`src/rtl/store_buffer.sv`:
```
// rtl/store_buffer.sv - circular store buffer between core and data_ram with load forwarding
// Stores queue in push order and drain one per cycle whenever the RAM write port is free.
module store_buffer #(
    parameter int n     = 10,
    parameter int m     = 32,
    parameter int DEPTH = 4
) (
    input  logic                       clk,
    input  logic                       rst,
    input  logic                       memwr,
    input  logic [n-1:0]               addr,
    input  logic [m-1:0]               write_data,
    output logic [m-1:0]               read_data,
    output logic                       stall,
    input  logic                       ram_busy,
    output logic                       ram_we,
    output logic [n-1:0]               ram_addr,
    output logic [m-1:0]               ram_wdata,
    input  logic [m-1:0]               ram_rdata,
    output logic [$clog2(DEPTH):0]     fill_level
);

    localparam int AW = $clog2(DEPTH);
    localparam int CW = AW + 1;

    logic [n-1:0]  r_addr [DEPTH];
    logic [m-1:0]  r_data [DEPTH];
    logic [AW-1:0] r_head;
    logic [AW-1:0] r_tail;
    logic [CW-1:0] r_count;

    logic          w_empty;
    logic          w_full;
    logic          w_drain;
    logic          w_push;
    logic          w_fwd_hit;
    logic [m-1:0]  w_fwd_data;
    logic [AW-1:0] w_idx;

    assign w_empty = (r_count == '0);
    assign w_full  = (r_count == CW'(DEPTH));
    assign w_drain = !w_empty && !ram_busy;
    // A full buffer only refuses a store when the head cannot leave this cycle.
    assign stall   = memwr && w_full && ram_busy;
    assign w_push  = memwr && !stall;

    assign ram_we     = w_drain;
    assign ram_addr   = w_empty ? '0 : r_addr[r_head];
    assign ram_wdata  = w_empty ? '0 : r_data[r_head];
    assign fill_level = r_count;

    // Walk entries oldest to youngest so the last match wins; the head counts even while draining.
    always_comb begin
        w_fwd_hit  = 1'b0;
        w_fwd_data = '0;
        w_idx      = '0;
        for (int i = 0; i < DEPTH; i++) begin
            w_idx = r_head + AW'(i);
            if ((CW'(i) < r_count) && (r_addr[w_idx] == addr)) begin
                w_fwd_hit  = 1'b1;
                w_fwd_data = r_data[w_idx];
            end
        end
        read_data = w_fwd_hit ? w_fwd_data : ram_rdata;
    end

    always_ff @(posedge clk or posedge rst) begin
        if (rst) begin
            r_head  <= '0;
            r_tail  <= '0;
            r_count <= '0;
            for (int i = 0; i < DEPTH; i++) begin
                r_addr[i] <= '0;
                r_data[i] <= '0;
            end
        end else begin
            if (w_push) begin
                r_addr[r_tail] <= addr;
                r_data[r_tail] <= write_data;
                r_tail         <= r_tail + AW'(1);
            end
            if (w_drain) begin
                r_head <= r_head + AW'(1);
            end
            case ({w_push, w_drain})
                2'b10:   r_count <= r_count + CW'(1);
                2'b01:   r_count <= r_count - CW'(1);
                default: r_count <= r_count;
            endcase
        end
    end

endmodule

```
`config.mk`:
```
export PLATFORM = sky130hd
export DESIGN_NAME = store_buffer
export DESIGN_NICKNAME = d
export VERILOG_FILES = /design/src/rtl/store_buffer.sv
export SDC_FILE = /design/constraint.sdc
export NUM_CORES = 1
export LEC_CHECK = 0
export BUFFER_PORTS_ARGS = -buffer_cell sky130_fd_sc_hd__clkbuf_2
export CAP_MARGIN = 20
export CORE_MARGIN = 3
export CORE_UTILIZATION = 30
export CTS_CLUSTER_DIAMETER = 60
export DETAILED_ROUTE_END_ITERATION = 6
export SLEW_MARGIN = 10
export SYNTH_ARGS = -nofsm -noshare
export SYNTH_HDL_FRONTEND = slang
export SYNTH_SLANG_ARGS = --single-unit
```
`constraint.sdc`:
```
create_clock -name clk -period 8.25 [get_ports clk]
set_input_delay 1.65 -clock clk [delete_from_list [all_inputs] [get_ports clk]]
set_output_delay 1.65 -clock clk [all_outputs]
set_load 0.02 [all_outputs]
```
* Word-level counts from Yosys, hierarchy flattened
Index checks and enable logic that the tools add are counted.
** Storage, ports and cells
- Input bits :: 78
- Register bits after elaboration :: 175
** Operators by class
- Bitwise logic cells :: 5
- Equality and inequality tests :: 7
- Magnitude comparators :: 10
- Add/subtract/negate cells :: 6
- Reduce and logical (&&, ||, !) cells :: 14
- Mux-type cells :: 42
** Operator list (count)
- $mux W32 :: 15
- $bmux W32 S2 :: 4
- $bwmux W128 :: 1
- $mux W10 :: 10
- $bmux W10 S2 :: 4
- $demux W32 S2 :: 1
- $bwmux W40 :: 1
- $eq A10 B10 Y1 :: 4
- $demux W10 S2 :: 1
- $ge A3 B3 Y1 const B :: 5
- $not A2 Y3 :: 5
- $logic_and A1 B1 Y1 :: 9
- $lt A1 B3 Y1 const A :: 2
- $lt A2 B3 Y1 const A :: 2
- $pmux W3 S2 :: 1
- $add A2 B1 Y2 const B :: 2
- $add A2 B2 Y2 const B :: 2
- $mux W1 :: 4
- $add A3 B1 Y3 const B :: 1
- $eq A3 B3 Y1 const B :: 1
- $logic_not A1 Y1 :: 3
- $logic_not A3 Y1 :: 1
- $lt A3 B1 Y1 const B :: 1
- $sub A3 B1 Y3 const B :: 1
- 3 further kinds :: 3

* Depth between registers and ports, before layout
- Word-level depth :: 11
- Gate-level depth with buffers :: 14

* Worst setup path before layout
OpenSTA, ideal clock, no wires.
- Path kind :: input -> output
- Start point :: input port addr[2]
- End point :: output port read_data[0]
- Slack :: 2.462 ns
- Arrival time :: 4.138 ns
- Required time :: 6.600 ns
- Buffers on the path :: 2
- Stages :: 8
- Path through :: buf_1 -> xnor2_1 -> o2111ai_1 -> or4_1 -> nor4_4 -> nor3_1 -> buf_2 -> a221oi_1
** On the way
- Cells in the longest elaborated chain, start to end :: 7
- Elaborated cells between the ends (all ways) :: 17
- Classes of those cells :: eq/ne (4); mux (9); reduce/logical (4)
** Ends and longest elaborated chain
- start, declared :: line 11 : input logic [n-1:0] addr,
- $eq A10 B10 Y1 :: line 59 : if ((CW'(i) < r_count) && (r_addr[w_idx] == addr)) begin
- $logic_and A1 B1 Y1 :: line 59
- $mux W32 or $mux W1 (tied branches) (4 in series) :: line 59
- $mux W32 * :: line 64 : read_data = w_fwd_hit ? w_fwd_data : ram_rdata;
- end, declared :: line 13 : output logic [m-1:0] read_data,
Mark *: on every way between the ends. The rest lies on a longest branch, timed or not.

* Worst setup path in the final report
- Start point :: register r_head[1]
- End point :: output port read_data[0]
** On the way
- Cells in the longest elaborated chain, start to end :: 11
- Elaborated cells between the ends (all ways) :: 48
- Classes of those cells :: add/sub (3); eq/ne (4); mux (33); bitwise (4); reduce/logical (4)
** Ends and longest elaborated chain
- start, declared :: line 28 : logic [AW-1:0] r_head;
- start signal, assigned :: line 83 : r_head <= r_head + AW'(1);
- $add A2 B1 Y2 or $not A2 Y3 (tied branches) :: line 58, 59, 61
- $not A2 Y3 (implied by the code) or $bmux W10 S2 (tied branches) :: line 59, 61
- $bmux W10 S2 or $mux W10 (tied branches) :: line 59
- $mux W10 (implied by the code) :: line 59
- $mux W10 (implied by the code) or $eq A10 B10 Y1 (tied branches) :: line 59
- $eq A10 B10 Y1 or $logic_and A1 B1 Y1 (tied branches) :: line 59
- $logic_and A1 B1 Y1 (tied with other cells) :: line 59
- $mux W32 or $mux W1 (tied branches) (3 in series) :: line 59
- $mux W32 * :: line 64
Mark *: on every way between the ends. The rest lies on a longest branch, timed or not. The select of a mux whose other input is x is not followed.

==> flow_summary.yaml <==
run_status:
  status: "completed"
job:
  max_cap_viol_count: 0
routing:
  wl_per_cell_um: 19.1
  antenna_left: 0
  num_vias: 10200
  drt_first_pass_iters: 5
  drt-total-wl_um: 36200
  drcViolationCount: 0
  via_per_inst: 5.37
  drtIter0Drc: 770
hold_path:
  hp-start: "r_data[34]"
  hold_class: "reg2reg"
timing:
  slew_viol_final: 0
  skew_ns: 0.00919
  grt_setup_unrepaired: "no"
  max_freq_mhz: 149
  fin_crit_sh_pct: 81.4
  hold_violations: 0
  period_minus_slack_ns: 6.72
  relSlewSlack_pct: 26.6
  setup_tns_ns: 0
  worst_slew_pin_slew_ns: 1.10
  setup_viol: 0
power_and_ir_drop:
  p_comb_share_pct: 59.0
  p_int_mw: 3.41
  power_density_nw_per_um2: 440
  power.switching_mw: 2.89
  vdd_drop_max_mv: 0.188
  clockPowerShare_pct: 12.6
  p_leak_nw: 6.17
  sw_frac_of_total_pct: 45.9
  fin_total_pwr_mw: 6.31
  seqPwrFrac_pct: 28.4
floorplan:
  rows: 74
  initial_utilization_pct: 30.6
  core_um2: 41100
  die_area_um2: 44400
  pin_count: 157
  die_y_um: 211
  dieWidth_um: 211
synth:
  synth-xor-area-share_pct: 2.65
  ys_ff_latch: 175
  synth_compound_area_share_pct: 14.0
  syn_area_per_cell_um2: 9.89
  yosys.area_share.adder_pct: 0.895
  synth_top_family_by_area: "multiplexers"
  synthSimpleGateAreaFrac_pct: 9.63
  synthCells: 1271
  synthMuxAreaShare_pct: 32.7
  synth_area_um2: 12600
  syn_nets: 1358
  async_flop_share_pct: 100
  synth-main-ff-cell: "dfrtp_1"
  yosysSeqAreaShare_pct: 34.8
  ys_warn_count: 0
  synth_edf_count: 0
  synth_cell_type_count: 41
global_routing:
  grtUsageTotal_pct: 16.1
  antenna_found_initial: 5
  grt-ovfl-total: 0
  grt_max_degree: 110
  grt_pass1_wl_um: 56300
  grt_pass1_vias: 9914
worst_setup_path:
  worst_setup_path_end_kind: "output pin"
  worstPathRequired_ns: 6.60
  arrival_ns: 5.07
  start_kind: "flip-flop"
  path_max_fanout: 51
  path_class: "reg2out"
  startpoint: "r_head[1]"
  rr_startpoint: "fill_level[1]"
finish:
  post-route-util_pct: 34.8
  fillers: 4184
  drive_above_1_share_pct: 36.7
  seq_area_um2: 4390
  fin_area_um2: 14300
  fin_nets: 1438
  multi_input_area_um2: 7580
  syn_to_final_growth_pct: 13.9
  layout.cells.non_filler: 1897
clock_tree:
  ctsRootBufferMaster: "clkbuf_16"
  clk_pin_slew_ns: 0.07
  numCtsBuffers: 17
  clock_sinks: 175
  cts_hold_buffers: 0
  tritoncts: "built"
  cts_buffer_depth: 2
  clk_latency_ns: 0.43
  post_cts_buffers: 0
  htree_levels: 4
  ctsResizeCount: 0
placement:
  gp_congestion: 0.831
  place_inst: 1863
  dp_hpwl_um: 23600
  portBuffers: 156
  placed_area_um2: 13700
-- worst max-delay path: stages, from the launching register on --
cell and delay (ns):
dfrtp_4 0.96, mux4_2 0.63, xor2_1 0.22, nor4_1 0.10, nand3_2 0.10, buf_4 0.43, nand2_1 0.52, o21bai_4 0.94
a211oi_1 0.10, a221oi_1 0.32, clkbuf_2 0.24
-- power by group through the flow --
stage          sequential (mW)  combinational (mW)  clock, mW
2_1_floorplan             1.57                2.99          0
3_3_place_gp              1.77                3.68          0
3_5_place_dp              1.80                3.72          0
4_1_cts                   1.79                3.74      0.816
5_1_grt                   1.88                4.08      0.849
6_report                  1.79                3.72      0.794
-- through the flow --
| stage | setup slack [ns] | hold slack [ns] |
|---|---|---|
| after floorplan | 1.85 | 0.482 |
| after global placement | 1.78 | 0.501 |
| after detailed placement | 1.73 | 0.509 |
| after CTS | 1.48 | 0.528 |
| after global routing | 1.22 | 0.543 |
| final | 1.53 | 0.526 |
-- registers in the layout, indices dropped and copies added (netlist names) --
signal / count
r_addr: 40
fill_level: 3
r_data: 128
r_tail: 2
r_head: 2
-- final timing paths --
| path | to | slack [ns] | cells after the start |
|---|---|---|---|
| setup / recovery | read_data[0] | 1.53 | 10 |
| hold / removal | r_data[34] | 0.53 | 1 |
| setup reg to reg | r_data[99] | 5.71 | 7 |
| hold reg to reg | r_data[34] | 0.53 | 1 |
| max in group asynchronous | r_data[0] | 5.42 | 4 |
| min in group asynchronous | r_addr[2] | 1.17 | 2 |
-- synth_stat cells (all sizes together), types with 3 or more instances --
cell type	instances	area share [%]
mux2	234	21
dfrtp	175	35
nand2	125	3.7
o21ai	102	4.1
mux2i	87	6.9
a21oi	70	2.8
clkbuf	57	1.7
nor2	57	1.7
buf	56	2.1
inv	48	1.4
o211ai	32	1.9
mux4	27	4.8
xnor2	27	1.9
a221oi	22	2.4
or3	22	1.1
a211oi	21	1.3
nor3	18	0.80
nor4	16	0.92
nor2b	12	0.60
o21a	12	0.72
xor2	11	0.77
ha	9	0.90
nand3	6	0.24
nand4	4	0.20
o221ai	4	0.28
nand2b	3	0.15
-- cells by family (layout without fill, tap and decap cells) --
group | Yosys count | in the layout
buffers and inverters | 162 | 255
AOI/OAI and AO/OA | 272 | 272
DFF | 175 | 175
and+or+nand+nor | 267 | 267
other | 0 | 1
xor gates and xnor gates | 38 | 38
adders and majority gates | 9 | 9
muxes | 348 | 348
-- cell type report --
| cell class | count | share of cell area, % |
|---|---|---|
| antenna | 1 | 0.0175 |
| clock buffer | 18 | 3.00 |
| clock inverter | 14 | 0.952 |
| inverter | 49 | 1.34 |
| multi-input combinational | 934 | 52.9 |
| sequential | 175 | 30.6 |
| tap | 532 | 4.65 |
| timing repair buffer | 174 | 6.53 |
-- cell usage in the layout (no fill, tap or decap), drive strengths merged, types with 2 or more instances in the layout --
| cell | Yosys | routed |
|---|---|---|
| buf | 56 | 18 |
| dfrtp | 175 | 175 |
| clkbuf | 57 | 174 |
| o2111ai | 2 | 2 |
| a221oi | 22 | 22 |
| xor2 | 11 | 11 |
| mux4 | 27 | 27 |
| inv | 48 | 53 |
| ha | 9 | 9 |
| nand2 | 125 | 125 |
| mux2 | 234 | 234 |
| nand3 | 6 | 6 |
| nor2b | 12 | 12 |
| mux2i | 87 | 87 |
| o21ai | 102 | 102 |
| nor4 | 16 | 16 |
| o31ai | 2 | 2 |
| clkinv | 1 | 9 |
| or2 | 2 | 2 |
| o221ai | 4 | 4 |
| o211ai | 32 | 32 |
| nor2 | 57 | 57 |
| nor3 | 18 | 18 |
| or3 | 22 | 22 |
| a31oi | 2 | 2 |
| o21a | 12 | 12 |
| nand4 | 4 | 4 |
| a21oi | 70 | 70 |
| a211oi | 21 | 21 |
| nand2b | 3 | 3 |
| xnor2 | 27 | 27 |
| o21bai | 2 | 2 |
-- layer usage --
layer	up-vias	GRT usage (%)	share of wire, %
met5	-	0	0.14
met3	42	3.22	5.0
met2	301	26.0	46
met4	8	4.73	1.9
li1	4760	-	-
met1	5074	22.0	47
Power figures use the tool's default switching activity.
